$ cat config.mk
export PLATFORM = sky130hd
export DESIGN_NAME = time_set_ctrl_flat
export DESIGN_NICKNAME = d
export VERILOG_FILES = /design/src/rtl/time_set_ctrl_if.sv /design/src/rtl/time_set_ctrl.sv /design/src/flat_wrapper.sv
export SDC_FILE = /design/constraint.sdc
export NUM_CORES = 1
export LEC_CHECK = 0
export ABC_CLOCK_PERIOD_IN_PS = 4000
export BUFFER_PORTS_ARGS = -buffer_cell sky130_fd_sc_hd__buf_2
export CAP_MARGIN = 0
export CORE_ASPECT_RATIO = 0.6
export CORE_MARGIN = 8
export CORE_UTILIZATION = 24
export CTS_CLUSTER_DIAMETER = 100
export CTS_CLUSTER_SIZE = 8
export DETAILED_ROUTE_END_ITERATION = 10
export PLACE_DENSITY_LB_ADDON = 0.3
export SKIP_CTS_REPAIR_TIMING = 1
export SYNTH_ARGS = -nofsm -noshare
export SYNTH_HDL_FRONTEND = slang
export SYNTH_SLANG_ARGS = --single-unit
export TNS_END_PERCENT = 5
$ cat constraint.sdc
create_clock -name clk -period 4 [get_ports clk]
set_clock_uncertainty 0.15 [all_clocks]
set_input_delay 0.6 -clock clk [delete_from_list [all_inputs] [get_ports clk]]
set_output_delay 0.6 -clock clk [all_outputs]
set_load 0.005 [all_outputs]
$ cat src/rtl/time_set_ctrl_if.sv
// Interface bundling the button inputs, the live clock time and the
// edited/committed time outputs of time_set_ctrl.
interface time_set_ctrl_if;
    logic        btn_mode;
    logic        btn_up;
    logic        btn_down;
    logic [11:0] cur_year;
    logic [4:0]  cur_month;
    logic [7:0]  cur_day;
    logic [4:0]  cur_hour;
    logic [5:0]  cur_min;
    logic [5:0]  cur_sec;
    logic [11:0] set_year;
    logic [4:0]  set_month;
    logic [7:0]  set_day;
    logic [4:0]  set_hour;
    logic [5:0]  set_min;
    logic [5:0]  set_sec;
    logic        set_load;
    logic        edit_active;
    logic [2:0]  edit_field;

    modport slave (
        input  btn_mode, btn_up, btn_down,
        input  cur_year, cur_month, cur_day, cur_hour, cur_min, cur_sec,
        output set_year, set_month, set_day, set_hour, set_min, set_sec,
        output set_load, edit_active, edit_field
    );

    modport master (
        output btn_mode, btn_up, btn_down,
        output cur_year, cur_month, cur_day, cur_hour, cur_min, cur_sec,
        input  set_year, set_month, set_day, set_hour, set_min, set_sec,
        input  set_load, edit_active, edit_field
    );
endinterface

$ cat src/rtl/time_set_ctrl.sv
// time_set_ctrl: debounces mode/up/down buttons and edits a shadow copy of
// the date/time field by field (year..sec), committing it with a one-cycle
// set_load strobe. Optional auto-repeat on held up/down: macro AUTOREPEAT_EN.
module time_set_ctrl #(
    parameter int unsigned DEB_CNT  = 1_000_000,
    parameter int unsigned HOLD_CNT = 50_000_000,
    parameter int unsigned RPT_CNT  = 10_000_000
) (
    input  logic           clk,
    input  logic           reset,
    time_set_ctrl_if.slave bus
);
    localparam int unsigned DW = $clog2(DEB_CNT + 1);

    typedef enum logic [2:0] {
        IDLE, E_YEAR, E_MONTH, E_DAY, E_HOUR, E_MIN, E_SEC, COMMIT
    } state_t;

    function automatic logic [7:0] dim_of(input logic [4:0] m);
        case (m)
            5'd4, 5'd6, 5'd9, 5'd11: return 8'd30;
            5'd2:                    return 8'd28;
            default:                 return 8'd31;
        endcase
    endfunction

    // bit 0 = mode, bit 1 = up, bit 2 = down
    logic [2:0]    w_raw, r_sync1, r_sync2, r_deb, r_deb_d, r_press;
    logic [DW-1:0] r_deb_cnt [3];
    state_t        r_state, w_state;
    logic [11:0]   r_year, w_year;
    logic [4:0]    r_month, w_month, r_hour, w_hour;
    logic [7:0]    r_day, w_day;
    logic [5:0]    r_min, w_min, r_sec, w_sec;
    logic          r_load, r_active;
    logic [2:0]    r_field, w_field;
    logic          w_rpt, w_up, w_dn, w_inc, w_dec, w_mode, w_editing;
    logic [4:0]    w_cap_month, w_mon_step;
    logic [7:0]    w_cap_dim, w_mon_dim, w_cur_dim;

    assign w_raw = {bus.btn_down, bus.btn_up, bus.btn_mode};

    // Synchronise, debounce and edge-detect the three buttons
    always_ff @(posedge clk) begin
        if (reset) begin
            r_sync1 <= '0;
            r_sync2 <= '0;
            r_deb   <= '0;
            r_deb_d <= '0;
            r_press <= '0;
            for (int unsigned i = 0; i < 3; i++) r_deb_cnt[i] <= '0;
        end else begin
            r_sync1 <= w_raw;
            r_sync2 <= r_sync1;
            r_deb_d <= r_deb;
            r_press <= r_deb & ~r_deb_d;
            for (int unsigned i = 0; i < 3; i++) begin
                if (r_sync2[i] != r_deb[i]) begin
                    if (r_deb_cnt[i] == DW'(DEB_CNT - 1)) begin
                        r_deb[i]     <= r_sync2[i];
                        r_deb_cnt[i] <= '0;
                    end else begin
                        r_deb_cnt[i] <= r_deb_cnt[i] + DW'(1);
                    end
                end else begin
                    r_deb_cnt[i] <= '0;
                end
            end
        end
    end

    assign w_editing = (r_state != IDLE) && (r_state != COMMIT);

`ifdef AUTOREPEAT_EN
    localparam int unsigned RW = $clog2(((HOLD_CNT > RPT_CNT) ? HOLD_CNT : RPT_CNT) + 1);
    logic [RW-1:0] r_rpt_cnt;
    logic          r_rpt_phase;
    logic          w_rpt_clr;

    // Only a single held up/down key in an edit field keeps the timer running
    assign w_rpt_clr = !(r_deb[1] ^ r_deb[2]) || !w_editing || r_press[1] || r_press[2];
    assign w_rpt = !w_rpt_clr &&
                   (r_rpt_phase ? (r_rpt_cnt == RW'(RPT_CNT - 1))
                                : (r_rpt_cnt == RW'(HOLD_CNT - 1)));

    // Hold/repeat timer measured from the press pulse
    always_ff @(posedge clk) begin
        if (reset || w_rpt_clr) begin
            r_rpt_cnt   <= '0;
            r_rpt_phase <= 1'b0;
        end else if (w_rpt) begin
            r_rpt_cnt   <= '0;
            r_rpt_phase <= 1'b1;
        end else begin
            r_rpt_cnt <= r_rpt_cnt + RW'(1);
        end
    end
`else
    // Repeat disabled; the hold/repeat periods have no effect in this build
    assign w_rpt = 1'b0 & (HOLD_CNT != 0) & (RPT_CNT != 0);
`endif

    assign w_mode = r_press[0];
    assign w_up   = r_press[1] | (w_rpt & r_deb[1]);
    assign w_dn   = r_press[2] | (w_rpt & r_deb[2]);
    assign w_inc  = w_up & ~w_dn;
    assign w_dec  = w_dn & ~w_up;

    assign w_cap_month = (bus.cur_month == 5'd0) ? 5'd1 :
                         (bus.cur_month > 5'd12) ? 5'd12 : bus.cur_month;
    assign w_cap_dim   = dim_of(w_cap_month);
    assign w_mon_step  = w_inc ? ((r_month == 5'd12) ? 5'd1 : r_month + 5'd1)
                               : ((r_month == 5'd1) ? 5'd12 : r_month - 5'd1);
    assign w_mon_dim   = dim_of(w_mon_step);
    assign w_cur_dim   = dim_of(r_month);

    // Next state, shadow update and next registered outputs
    always_comb begin
        w_state = r_state;
        w_year  = r_year;
        w_month = r_month;
        w_day   = r_day;
        w_hour  = r_hour;
        w_min   = r_min;
        w_sec   = r_sec;
        case (r_state)
            IDLE: begin
                if (w_mode) begin
                    w_year  = (bus.cur_year < 12'd2000) ? 12'd2000 :
                              (bus.cur_year > 12'd2099) ? 12'd2099 : bus.cur_year;
                    w_month = w_cap_month;
                    w_day   = (bus.cur_day == 8'd0) ? 8'd1 :
                              (bus.cur_day > w_cap_dim) ? w_cap_dim : bus.cur_day;
                    w_hour  = (bus.cur_hour > 5'd23) ? 5'd23 : bus.cur_hour;
                    w_min   = (bus.cur_min > 6'd59) ? 6'd59 : bus.cur_min;
                    w_sec   = (bus.cur_sec > 6'd59) ? 6'd59 : bus.cur_sec;
                    w_state = E_YEAR;
                end
            end
            COMMIT: w_state = IDLE;
            default: begin
                if (w_mode) begin
                    w_state = state_t'(r_state + 3'd1);
                end else if (w_inc | w_dec) begin
                    case (r_state)
                        E_YEAR: w_year = w_inc ? ((r_year == 12'd2099) ? 12'd2000 : r_year + 12'd1)
                                               : ((r_year == 12'd2000) ? 12'd2099 : r_year - 12'd1);
                        E_MONTH: begin
                            w_month = w_mon_step;
                            if (r_day > w_mon_dim) w_day = w_mon_dim;
                        end
                        E_DAY:  w_day = w_inc ? ((r_day == w_cur_dim) ? 8'd1 : r_day + 8'd1)
                                              : ((r_day == 8'd1) ? w_cur_dim : r_day - 8'd1);
                        E_HOUR: w_hour = w_inc ? ((r_hour == 5'd23) ? 5'd0 : r_hour + 5'd1)
                                               : ((r_hour == 5'd0) ? 5'd23 : r_hour - 5'd1);
                        E_MIN:  w_min = w_inc ? ((r_min == 6'd59) ? 6'd0 : r_min + 6'd1)
                                              : ((r_min == 6'd0) ? 6'd59 : r_min - 6'd1);
                        E_SEC:  w_sec = w_inc ? ((r_sec == 6'd59) ? 6'd0 : r_sec + 6'd1)
                                              : ((r_sec == 6'd0) ? 6'd59 : r_sec - 6'd1);
                        default: ;
                    endcase
                end
            end
        endcase
        w_field = 3'd7;
        if ((w_state != IDLE) && (w_state != COMMIT)) w_field = w_state - 3'd1;
    end

    // State, shadow and output registers
    always_ff @(posedge clk) begin
        if (reset) begin
            r_state  <= IDLE;
            r_year   <= 12'd2024;
            r_month  <= 5'd1;
            r_day    <= 8'd1;
            r_hour   <= '0;
            r_min    <= '0;
            r_sec    <= '0;
            r_load   <= 1'b0;
            r_active <= 1'b0;
            r_field  <= 3'd7;
        end else begin
            r_state  <= w_state;
            r_year   <= w_year;
            r_month  <= w_month;
            r_day    <= w_day;
            r_hour   <= w_hour;
            r_min    <= w_min;
            r_sec    <= w_sec;
            r_load   <= (w_state == COMMIT);
            r_active <= (w_state != IDLE) && (w_state != COMMIT);
            r_field  <= w_field;
        end
    end

    assign bus.set_year    = r_year;
    assign bus.set_month   = r_month;
    assign bus.set_day     = r_day;
    assign bus.set_hour    = r_hour;
    assign bus.set_min     = r_min;
    assign bus.set_sec     = r_sec;
    assign bus.set_load    = r_load;
    assign bus.edit_active = r_active;
    assign bus.edit_field  = r_field;
endmodule

$ cat src/flat_wrapper.sv
// flat-port wrapper written by rule: the top's interface ports become plain ports
module time_set_ctrl_flat 
#(
    parameter int unsigned DEB_CNT  = 1_000_000,
    parameter int unsigned HOLD_CNT = 50_000_000,
    parameter int unsigned RPT_CNT  = 10_000_000
)
  (clk, reset, bus_btn_mode, bus_btn_up, bus_btn_down, bus_cur_year, bus_cur_month, bus_cur_day, bus_cur_hour, bus_cur_min, bus_cur_sec, bus_set_year, bus_set_month, bus_set_day, bus_set_hour, bus_set_min, bus_set_sec, bus_set_load, bus_edit_active, bus_edit_field);
  time_set_ctrl_if bus_i ();
  input  logic clk;
  input  logic reset;
  input wire logic [$bits(bus_i.btn_mode)-1:0] bus_btn_mode;
  input wire logic [$bits(bus_i.btn_up)-1:0] bus_btn_up;
  input wire logic [$bits(bus_i.btn_down)-1:0] bus_btn_down;
  input wire logic [$bits(bus_i.cur_year)-1:0] bus_cur_year;
  input wire logic [$bits(bus_i.cur_month)-1:0] bus_cur_month;
  input wire logic [$bits(bus_i.cur_day)-1:0] bus_cur_day;
  input wire logic [$bits(bus_i.cur_hour)-1:0] bus_cur_hour;
  input wire logic [$bits(bus_i.cur_min)-1:0] bus_cur_min;
  input wire logic [$bits(bus_i.cur_sec)-1:0] bus_cur_sec;
  output wire logic [$bits(bus_i.set_year)-1:0] bus_set_year;
  output wire logic [$bits(bus_i.set_month)-1:0] bus_set_month;
  output wire logic [$bits(bus_i.set_day)-1:0] bus_set_day;
  output wire logic [$bits(bus_i.set_hour)-1:0] bus_set_hour;
  output wire logic [$bits(bus_i.set_min)-1:0] bus_set_min;
  output wire logic [$bits(bus_i.set_sec)-1:0] bus_set_sec;
  output wire logic [$bits(bus_i.set_load)-1:0] bus_set_load;
  output wire logic [$bits(bus_i.edit_active)-1:0] bus_edit_active;
  output wire logic [$bits(bus_i.edit_field)-1:0] bus_edit_field;
  assign bus_i.btn_mode = bus_btn_mode;
  assign bus_i.btn_up = bus_btn_up;
  assign bus_i.btn_down = bus_btn_down;
  assign bus_i.cur_year = bus_cur_year;
  assign bus_i.cur_month = bus_cur_month;
  assign bus_i.cur_day = bus_cur_day;
  assign bus_i.cur_hour = bus_cur_hour;
  assign bus_i.cur_min = bus_cur_min;
  assign bus_i.cur_sec = bus_cur_sec;
  assign bus_set_year = bus_i.set_year;
  assign bus_set_month = bus_i.set_month;
  assign bus_set_day = bus_i.set_day;
  assign bus_set_hour = bus_i.set_hour;
  assign bus_set_min = bus_i.set_min;
  assign bus_set_sec = bus_i.set_sec;
  assign bus_set_load = bus_i.set_load;
  assign bus_edit_active = bus_i.edit_active;
  assign bus_edit_field = bus_i.edit_field;
  time_set_ctrl #(.DEB_CNT(DEB_CNT), .HOLD_CNT(HOLD_CNT), .RPT_CNT(RPT_CNT)) u_core (.clk(clk), .reset(reset), .bus(bus_i));
endmodule
==> results.json, run 1 <==
{
  "detail-route-antenna-nets": 0,
  "finalWorstPathRequiredPeriod_ns": 3.67,
  "max_clock_freq_mhz": 272,
  "worst_slew_pin_slew_ns": 0.897,
  "pwr_density_cell_mw_per_mm2": 384,
  "main_combinational_cell_family_by_area_after_synthesis": "simple AND/OR/NAND/NOR gates",
  "critPathMaxFanout": 7,
  "dieWidth_um": 259,
  "dpl_worst_slack_ns": 0.410,
  "portBuffers": 93,
  "final_nets": 1228,
  "postLayoutSetupSlackWorst_ns": 0.328,
  "routability_cong": 0.879,
  "floorplan.initialDensity_pct": 24.3,
  "synth_top_area_cell": "edfxtp_1",
  "filler_cell_count": 3785,
  "seq_area_frac_synth_pct": 36.6,
  "synth_edf_count": 60,
  "synth.top_cells.by_area": "edfxtp_1, dfxtp_1, nor2_1",
  "finalWirelength_mm": 26.0,
  "grt_usage_pct": 12.3,
  "rsz_0062_raised_after_global_routing": "no",
  "outcome": "finished, final reports clean",
  "cts_buffer_depth": 2,
  "post-route-util_pct": 29.1,
  "number_of_drc_violations_after_detailed_routing": 0,
  "power.sequential.fraction_pct": 40.2,
  "synthToLayoutAreaGrowth_pct": 19.9,
  "synth_cells": 1018,
  "io_pins": 94,
  "finalHoldViolCount": 0,
  "period_share_pct": 91.8,
  "grt_start_max_net_pins": 55,
  "total_power_mw": 3.91,
  "dieHeight_um": 162,
  "switching_power_mw": 1.26,
  "clkTransAtPathRegs_ns": 0.06,
  "relSlewSlack_pct": 39.4,
  "numClockSinks": 125,
  "path_class": "flip-flop to flip-flop",
  "end_kind": "flip-flop",
  "peakVddDrop_v": 0.000302,
  "grt_pass1_wl_mm": 41.4,
  "max_cap_viol_count": 0,
  "synth-warning-count": 0,
  "worstPathRequired_ns": 4.18,
  "detailed_place_hpwl_mm": 19.4,
  "tritoncts.num_buffers": 17,
  "critPathLaunchType": "flip-flop",
  "postSynthAreaPerCell_um2": 8.34,
  "power.static_leakage_nw": 3.74,
  "critical-path-top-delay-family": "compound AO/OA/AOI/OAI gates",
  "finalSetupViolCount": 0,
  "synth-compound-area-share_pct": 17.0,
  "synth_seq_cells": 125,
  "cellInternalPower_mw": 2.66,
  "vias": 7861,
  "yosys.area_share.adder_pct": 5.75,
  "cp_data_arrival_time_ns": 3.85,
  "clk-insertion-delay-late_ns": 0.43,
  "share_clk_of_total_power_pct": 39.7,
  "timing.critical_path.cells": "inv_1, ha_1, a221o_1, a32oi_1, nand2_1, nor4_1, ha_1, nand2_1, o211ai_1, a221o_1, a2111oi_1, o21ai_1, a22o_1",
  "syn-cell-area_mm2": 0.00849,
  "hold_slack_ns": 0.224,
  "r2r_setup_slack_ns": 0.33,
  "die_outline_area_mm2": 0.0418,
  "seq_area_mm2": 0.00310,
  "timing.critical_path.slowest_stage_cell": "dfxtp_1",
  "h_tree_lvls": 4,
  "footprint_of_the_multi_input_gates_mm2": 0.00521,
  "final_layout_size_suffix_gt1_share_pct": 12.2,
  "clock-root-buffer": "clkbuf_16",
  "worst_hold_path_type": "primary input to flip-flop",
  "power_frac_comb_pct": 20.1,
  "first_global_vias": 7351,
  "power_switching_share_pct": 32.1,
  "yosysUniqueCellTypes": 75,
  "critPathBufInv": 1,
  "asyncSetResetFlopFracSynth_pct": 0,
  "core_area_mm2": 0.0349,
  "drt_first_iter_violations": 593,
  "grt_remaining_overflow": 0,
  "muxShareOfSynthArea_pct": 0.722,
  "post_drt_wl_per_cell_um": 16.0,
  "synth_xor_xnor_area_share_pct": 8.25,
  "via_per_inst": 4.84,
  "num_rows": 53,
  "yosysTopAreaCellShare_pct": 21.2,
  "drt_pre_antenna_iters": 5,
  "yosys.area_share.simple_pct": 26.9,
  "total_negative_setup_slack_ns": 0,
  "grt_antenna_before_repair": 2,
  "synthFlopType": "dfxtp_1",
  "critical_path.max_stage_delay_ns": 0.45,
  "tritoncts_clock_tree": "yes",
  "slew_violations": 0
}
## per-stage QoR
step / area (um^2) / instances
5_1_grt: 10200 / 1624
3_3_place_gp: 9600 / 1590
6_report: 10200 / 1624
2_1_floorplan: 8710 / 1077
4_1_cts: 10200 / 1622
3_5_place_dp: 9600 / 1590
## area by class of cell
class / instances / share of cell area [%]
diodes: 2 / 0.0492
clock buffers: 19 / 4.25
clock inverters: 13 / 1.38
inverters: 44 / 1.62
multi-input cells: 851 / 51.2
flip-flops and latches: 125 / 30.5
well taps: 467 / 5.74
repair buffers: 103 / 5.31
## state kept, by name, indices dropped and copies added, names as in the netlist, 5 cells and up
register and cells:
u_core.r_deb_cnt 60, u_core.bus.set_sec 6, u_core.bus.set_min 6, u_core.bus.set_year 12, u_core.bus.set_month 5, u_core.bus.set_day 8
u_core.bus.set_hour 5
## path summary, 6_finish.rpt
kind / start / end / depth (start not counted)
max: u_core.bus.set_month[1]$_SDFFE_PP0P_ / u_core.bus.set_day[0]$_SDFFE_PP1P_ / 13
min: bus_btn_down / u_core.r_sync1[2]$_SDFF_PP0_ / 2
max reg2reg: u_core.bus.set_month[1]$_SDFFE_PP0P_ / u_core.bus.set_day[0]$_SDFFE_PP1P_ / 13
min reg2reg: u_core.r_deb_d[0]$_SDFF_PP0_ / u_core.r_press[0]$_SDFF_PP0_ / 1
## placed cells by master (no fill, tap or decap), types with 41 or more instances in the layout
cell,n
edfxtp_1,60
conb_1,60
a21oi_1,53
nand3_1,42
dfxtp_1,65
nand2_1,78
xor2_1,41
buf_2,93
nor2_1,143
inv_1,44
## power by group through the flow
| stage | Sequential [mW] | Combinational [mW] | Clock (mW) |
|---|---|---|---|
| CTS | 1.57 | 0.787 | 1.61 |
| floorplan | 1.51 | 0.603 | 0 |
| detailed placement | 1.60 | 0.782 | 0 |
| finish | 1.57 | 0.788 | 1.55 |
| global placement | 1.59 | 0.781 | 0 |
| global route | 1.59 | 0.886 | 1.66 |
## routing by layer
| layer | track usage (%) | vias to the layer above | routed length, um |
|---|---|---|---|
| met3 | 3.11 | 22 | 1370 |
| li1 | - | 3914 | - |
| met1 | 17.8 | 3709 | 13200 |
| met2 | 17.5 | 216 | 11000 |
| met4 | 4.08 | 0 | 413 |
| met5 | 0 | - | 0 |
## cells by family after synthesis
kind of cell | Yosys count
adders and majority gates | 39
and+or+nand+nor | 450
DFF | 125
other | 1
AOI/OAI and AO/OA | 216
xor gates and xnor gates | 80
muxes | 6
buffers and inverters | 101
## synth_stat cells, types with 6 or more instances
cell / instances
a21oi_1: 53
nand2b_1: 9
and3_1: 14
nor3_1: 36
o22ai_1: 6
a221oi_1: 7
o211ai_1: 15
a211oi_1: 12
inv_1: 44
nor2_1: 143
clkbuf_1: 47
edfxtp_1: 60
nand3_1: 42
o221ai_1: 6
xor2_1: 41
and4_1: 8
xnor2_1: 39
ha_1: 39
o21ai_0: 38
nand4_1: 30
nor2b_1: 21
nand2_1: 78
nor4_1: 15
a311oi_1: 7
o21ai_1: 9
dfxtp_1: 65
a31oi_1: 9
or3_1: 12
(Power assumes the default switching activity.)
==> inputs of run 2 (changes only) <==
- CELL_PAD_IN_SITES_DETAIL_PLACEMENT: not set -> 0
- CELL_PAD_IN_SITES_GLOBAL_PLACEMENT: not set -> 1
==> run 2 against run 1 <==
Net effect: register-to-register slack got worse by 0.08 ns; routed wire length up 0.40%; total power is 0.12% lower; die area is the same; sequential share of layout area hardly changed; setup slack worse by 0.081 ns; final area is 0.14% higher; cell count unchanged; sequential power is essentially flat; first-iteration DRC count increased by 6.2%; critical path depth is 1 higher; count of clock-buffer cells in the layout increased by 3.
==> results.json, run 2 (synthesis gave the netlist of run 1 again) <==
{
  "outcome": "finished, final reports clean",
  "finalWorstPathRequiredPeriod_ns": 3.75,
  "total_negative_setup_slack_ns": 0,
  "number_of_drc_violations_after_detailed_routing": 0,
  "grt_usage_pct": 12.5,
  "post_drt_wl_per_cell_um": 16.1,
  "postLayoutCellArea_mm2": 0.0102,
  "tritoncts_clock_tree": "yes",
  "vias": 7700,
  "synthToLayoutAreaGrowth_pct": 20.1,
  "end_kind": "flip-flop",
  "clkTransAtPathRegs_ns": 0.06,
  "critical-path-top-delay-family": "compound AO/OA/AOI/OAI gates",
  "critPathLaunchType": "flip-flop",
  "critPathMaxFanout": 7,
  "dieHeight_um": 162,
  "dieWidth_um": 259,
  "grt_pass1_wl_mm": 42.0,
  "die_outline_area_mm2": 0.0418,
  "final_cell_mix": "nor2_1, buf_2, nand2_1, dfxtp_1",
  "met1_usage_pct": 18.6,
  "postLayoutSetupSlackWorst_ns": 0.247,
  "peakVddDrop_v": 0.000284,
  "global_route.usage.met2_pct": 17.3,
  "post-route-util_pct": 29.2,
  "portBuffers": 93,
  "max_clock_freq_mhz": 266,
  "cp_data_arrival_time_ns": 3.93,
  "via_per_inst": 4.74,
  "power.sequential.fraction_pct": 40.2,
  "final_layout_size_suffix_gt1_share_pct": 12.5,
  "finalSetupViolCount": 0,
  "grt_start_max_net_pins": 54,
  "total_power_mw": 3.91,
  "r2r_setup_slack_ns": 0.25,
  "cts_buffer_depth": 2,
  "core_area_mm2": 0.0349,
  "relSlewSlack_pct": 33.7,
  "path_class": "flip-flop to flip-flop",
  "placement.cell_area_mm2": 0.00961,
  "critPathBufInv": 1,
  "busiest_layer": "met1",
  "slew_violations": 0,
  "worst_r2r_endpoint": "u_core.bus.set_day[0]$_SDFFE_PP1P_",
  "cellInternalPower_mw": 2.64,
  "number_of_flip_flops_in_the_largest_register": 60,
  "largest_register": "u_core.r_deb_cnt",
  "io_pins": 94,
  "num_rows": 53,
  "path_depth": 14,
  "routability_cong": 0.811,
  "numClockSinks": 125,
  "grt_antenna_before_repair": 1,
  "finalWirelength_mm": 26.1,
  "grtUsageMet3_pct": 3.27,
  "share_clk_of_total_power_pct": 39.4,
  "final_nets": 1229,
  "detail-route-antenna-nets": 0,
  "power_switching_share_pct": 32.3,
  "rr_worst_depth": 14,
  "dpl_worst_slack_ns": 0.313,
  "worst_hold_path_type": "primary input to flip-flop",
  "placed_cells": 1591,
  "rsz_0062_raised_after_global_routing": "no",
  "switching_power_mw": 1.26,
  "finalHoldViolCount": 0,
  "clock-root-buffer": "clkbuf_16",
  "first_global_vias": 7463,
  "h_tree_lvls": 4,
  "power.static_leakage_nw": 3.76,
  "drt_first_iter_violations": 630,
  "clk-insertion-delay-late_ns": 0.43,
  "floorplan.initialDensity_pct": 24.3,
  "power_frac_comb_pct": 20.4,
  "filler_cell_count": 3774,
  "pwr_density_cell_mw_per_mm2": 383,
  "drt_pre_antenna_iters": 5,
  "timing.critical_path.cells": "inv_1, ha_1, nand4b_1, a31oi_1, o21ai_1, or3_1, a21o_1, ha_1, nand2_1, o211ai_1, a221o_1, a2111oi_1, o21ai_1, a22o_1",
  "critical_path.max_stage_delay_ns": 0.42,
  "worstPathRequired_ns": 4.18,
  "timing.critical_path.slowest_stage_cell": "a221o_1",
  "non_filler_cells_in_the_finished_layout": 1624,
  "tritoncts.num_buffers": 17,
  "period_share_pct": 93.8,
  "mostFrequentLayoutCell": "nor2_1",
  "max_cap_viol_count": 0,
  "crit-reg2reg-launch": "u_core.bus.set_month[0]$_SDFFE_PP1P_",
  "grt_remaining_overflow": 0,
  "detailed_place_hpwl_mm": 19.1,
  "worst_slew_pin_slew_ns": 0.981,
  "hold_slack_ns": 0.232,
  "critPathLaunch": "u_core.bus.set_month[0]$_SDFFE_PP1P_",
  "crit_end": "u_core.bus.set_day[0]$_SDFFE_PP1P_"
}
==> run 2: metal layers <==
layer | wire [um] | part of all wire (%)
met1 | 14200 | 54
met4 | 252 | 0.97
met3 | 1260 | 4.8
met2 | 10400 | 40
met5 | 0 | 0
==> run 2: area by class of cell <==
type / instances / area (um^2) / area share (%)
multi-input cells: 851 / 5210 / 51.1
flip-flops and latches: 125 / 3100 / 30.4
well taps: 467 / 584 / 5.73
repair buffers: 104 / 548 / 5.38
clock buffers: 22 / 507 / 4.97
inverters: 44 / 165 / 1.62
clock inverters: 10 / 73.8 / 0.724
diodes: 1 / 2.50 / 0.0245
==> run 2: worst min path at each step <==
| stage | startpoint | end | slack (ns) | cells after the start |
|---|---|---|---|---|
| after CTS | bus_btn_up | u_core.r_sync1[1]$_SDFF_PP0_ | 0.20 | 2 |
| after global routing | bus_btn_up | u_core.r_sync1[1]$_SDFF_PP0_ | 0.23 | 2 |
| final | bus_btn_up | u_core.r_sync1[1]$_SDFF_PP0_ | 0.23 | 2 |
| after detailed placement | u_core.r_deb_d[2]$_SDFF_PP0_ | u_core.r_press[2]$_SDFF_PP0_ | 0.22 | 1 |
| after floorplan | u_core.r_deb_d[0]$_SDFF_PP0_ | u_core.r_press[0]$_SDFF_PP0_ | 0.22 | 1 |
| after global placement | u_core.r_deb_d[0]$_SDFF_PP0_ | u_core.r_press[0]$_SDFF_PP0_ | 0.23 | 1 |
==> run 2: power groups by stage <==
| stage | Clock, mW | Combinational [mW] | Sequential (mW) |
|---|---|---|---|
| 2_1_floorplan | 0 | 0.603 | 1.51 |
| 3_3_place_gp | 0 | 0.799 | 1.60 |
| 3_5_place_dp | 0 | 0.792 | 1.60 |
| 4_1_cts | 1.60 | 0.797 | 1.57 |
| 5_1_grt | 1.65 | 0.895 | 1.59 |
| 6_report | 1.54 | 0.796 | 1.57 |
==> inputs of run 3 (changes only) <==
- ABC_AREA: not set -> 1
==> run 3 against run 2 <==
Net effect: clock power rose by 6%; non-clock buffer count fell by 6; first-iteration DRC count fell by 7.8%; hold slack barely moved; critical endpoint unchanged; critical path depth rose by 6; global-route usage fell by 0.35 points; synthesized cell count rose by 24%; highest routed layer is now met5; synthesized area rose by 5.8%.
==> results.json, run 3 <==
{
  "post-synth-top-count-cell": "nand2_1",
  "detailed_place_hpwl_mm": 20.5,
  "finalHoldViolCount": 0,
  "number_of_flip_flops_in_the_largest_register": 60,
  "finalWorstPathRequiredPeriod_ns": 3.24,
  "min_to": "u_core.r_sync1[2]$_SDFF_PP0_",
  "numClockSinks": 125,
  "routability_cong": 0.829,
  "cts_buffer_depth": 2,
  "floorplan.initialDensity_pct": 24.1,
  "seq_area_frac_synth_pct": 34.6,
  "tritoncts_clock_tree": "yes",
  "hold_path_depth": 3,
  "timing.critical_path.cells": "inv_1, ha_1, nand2_1, nor2_1, nor2_1, nand2_1, nand2_1, inv_1, nand3_1, inv_1, ha_1, inv_1, o21bai_1, nand3_1, nand3_1, nand3_1, nor2_4, inv_2, a21oi_1, nand2_1",
  "rsz_0062_raised_after_global_routing": "no",
  "grt_start_max_net_pins": 50,
  "timing.critical_path.slowest_stage_cell": "dfxtp_1",
  "mostFrequentLayoutCell": "nand2_1",
  "num_rows": 55,
  "io_pins": 94,
  "peakVddDrop_v": 0.000275,
  "synth_seq_cells": 125,
  "period_share_pct": 81.0,
  "critPathLaunchType": "flip-flop",
  "placed_cells": 1896,
  "worst_slew_pin_slew_ns": 0.808,
  "non_filler_cells_in_the_finished_layout": 1928,
  "busiest_layer": "met1",
  "h_tree_lvls": 4,
  "diodes": 0,
  "synth_cells": 1262,
  "final_cell_mix": "nand2_1, inv_1, nor2_1, buf_2, a21oi_1",
  "met1_usage_pct": 18.5,
  "synth_edf_count": 60,
  "global_route.usage.met2_pct": 16.8,
  "synth_top_area_cell": "edfxtp_1",
  "worst_hold_path_type": "primary input to flip-flop",
  "die_outline_area_mm2": 0.0441,
  "postSynthAreaPerCell_um2": 7.11,
  "worstPathRequired_ns": 4.17,
  "finalSetupViolCount": 0,
  "asyncSetResetFlopFracSynth_pct": 0,
  "rr_worst_depth": 20,
  "grt_usage_pct": 12.1,
  "drt_pre_antenna_iters": 5,
  "r2r_setup_slack_ns": 0.76,
  "post_drt_wl_per_cell_um": 13.9,
  "synthToLayoutAreaGrowth_pct": 20.1,
  "portBuffers": 93,
  "dieHeight_um": 166,
  "grt_antenna_before_repair": 1,
  "tritoncts.num_buffers": 17,
  "max_clock_freq_mhz": 309,
  "relSlewSlack_pct": 46.0,
  "outcome": "finished, final reports clean",
  "min-delay-start": "bus_btn_down",
  "syn-cell-area_mm2": 0.00898,
  "yosysUniqueCellTypes": 56,
  "grtUsageMet3_pct": 2.80,
  "dieWidth_um": 266,
  "first_global_vias": 7814,
  "power.static_leakage_nw": 4.63,
  "max_cap_viol_count": 0,
  "post-route-util_pct": 28.9,
  "critPathBufInv": 5,
  "critical-path-top-delay-family": "simple AND/OR/NAND/NOR gates",
  "vias": 8351,
  "core_area_mm2": 0.0373,
  "slew_violations": 0,
  "path_depth": 20,
  "grt_remaining_overflow": 0,
  "critPathMaxFanout": 8,
  "synthFlopType": "dfxtp_1",
  "detail-route-antenna-nets": 0,
  "drt_first_iter_violations": 581,
  "critical_path.max_stage_delay_ns": 0.43,
  "clk-insertion-delay-late_ns": 0.43,
  "synth-warning-count": 0,
  "grt_pass1_wl_mm": 43.2,
  "final_nets": 1488,
  "total_power_mw": 4.20,
  "end_kind": "flip-flop",
  "clock-root-buffer": "clkbuf_16",
  "clkTransAtPathRegs_ns": 0.06,
  "final_layout_size_suffix_gt1_share_pct": 14.0,
  "number_of_drc_violations_after_detailed_routing": 0,
  "crit-reg2reg-launch": "u_core.bus.set_month[0]$_SDFFE_PP1P_",
  "commonest_cells_in_the_netlist": "nand2_1, inv_1, nor2_1",
  "yosysTopAreaCellShare_pct": 20.1,
  "cp_data_arrival_time_ns": 3.41,
  "worst_r2r_endpoint": "u_core.bus.set_day[0]$_SDFFE_PP1P_",
  "largest_register": "u_core.r_deb_cnt",
  "total_negative_setup_slack_ns": 0,
  "pwr_density_cell_mw_per_mm2": 389,
  "synth.top_cells.by_area": "edfxtp_1, dfxtp_1, nand2_1",
  "finalWirelength_mm": 26.8,
  "path_class": "flip-flop to flip-flop",
  "via_per_inst": 4.33
}
-- run 3: tightest hold or removal path: stages --
cell and delay, ns:
buf_2 0.08, inv_1 0.03, nor2_1 0.06
-- run 3: where the power goes --
part / internal (mW) / switching (mW) / total, mW
clock network: 0.979 / 0.655 / 1.63
logic: 0.357 / 0.628 / 0.985
registers: 1.43 / 0.154 / 1.58
-- run 3: worst max path at each step --
stage | startpoint | end | slack [ns]
floorplan | u_core.bus.set_month[0]$_SDFFE_PP1P_ | u_core.bus.set_day[0]$_SDFFE_PP1P_ | 1.25
global placement | u_core.bus.set_month[0]$_SDFFE_PP1P_ | u_core.bus.set_day[1]$_SDFFE_PP0P_ | 0.91
detailed placement | u_core.bus.set_month[0]$_SDFFE_PP1P_ | u_core.bus.set_day[0]$_SDFFE_PP1P_ | 0.83
CTS | u_core.bus.set_month[0]$_SDFFE_PP1P_ | u_core.bus.set_day[0]$_SDFFE_PP1P_ | 0.81
global route | u_core.bus.set_month[0]$_SDFFE_PP1P_ | u_core.bus.set_day[1]$_SDFFE_PP0P_ | 0.38
finish | u_core.bus.set_month[0]$_SDFFE_PP1P_ | u_core.bus.set_day[0]$_SDFFE_PP1P_ | 0.76
-- run 3: stage by stage --
| stage | hold WS, ns | setup slack [ns] | instance area (um^2) |
|---|---|---|---|
| after floorplan | 0.223 | 1.25 | 9200 |
| after global placement | 0.238 | 0.914 | 10200 |
| after detailed placement | 0.233 | 0.826 | 10200 |
| after CTS | 0.216 | 0.813 | 10800 |
| after global routing | 0.242 | 0.385 | 10800 |
| final | 0.232 | 0.759 | 10800 |
-- run 3: area by class of cell --
cell class | instances | area [um^2]
Timing Repair Buffer | 98 | 503
Multi-Input combinational cell | 990 | 5270
Sequential cell | 125 | 3100
Clock buffer | 20 | 500
Tap cell | 513 | 642
Clock inverter | 12 | 123
Fill cell | 4179 | 26500
Inverter | 170 | 643
-- run 3: cell families (layout without fill, tap and decap cells) --
logic type,Yosys count,count (layout),synth area share [%]
adders and majority gates,39,39,5.43
AOI/OAI and AO/OA,201,201,12.7
and+or+nand+nor,633,633,32.5
buffers and inverters,206,300,9.21
xor gates and xnor gates,57,57,5.56
other,1,60,0.0418
DFF,125,125,34.6
-- run 3: routing by layer --
| layer | vias to the layer above | share of wire, % |
|---|---|---|
| met4 | 2 | 0.79 |
| met5 | - | 0.034 |
| met1 | 3778 | 54 |
| met2 | 161 | 40 |
| li1 | 4394 | - |
| met3 | 16 | 4.7 |
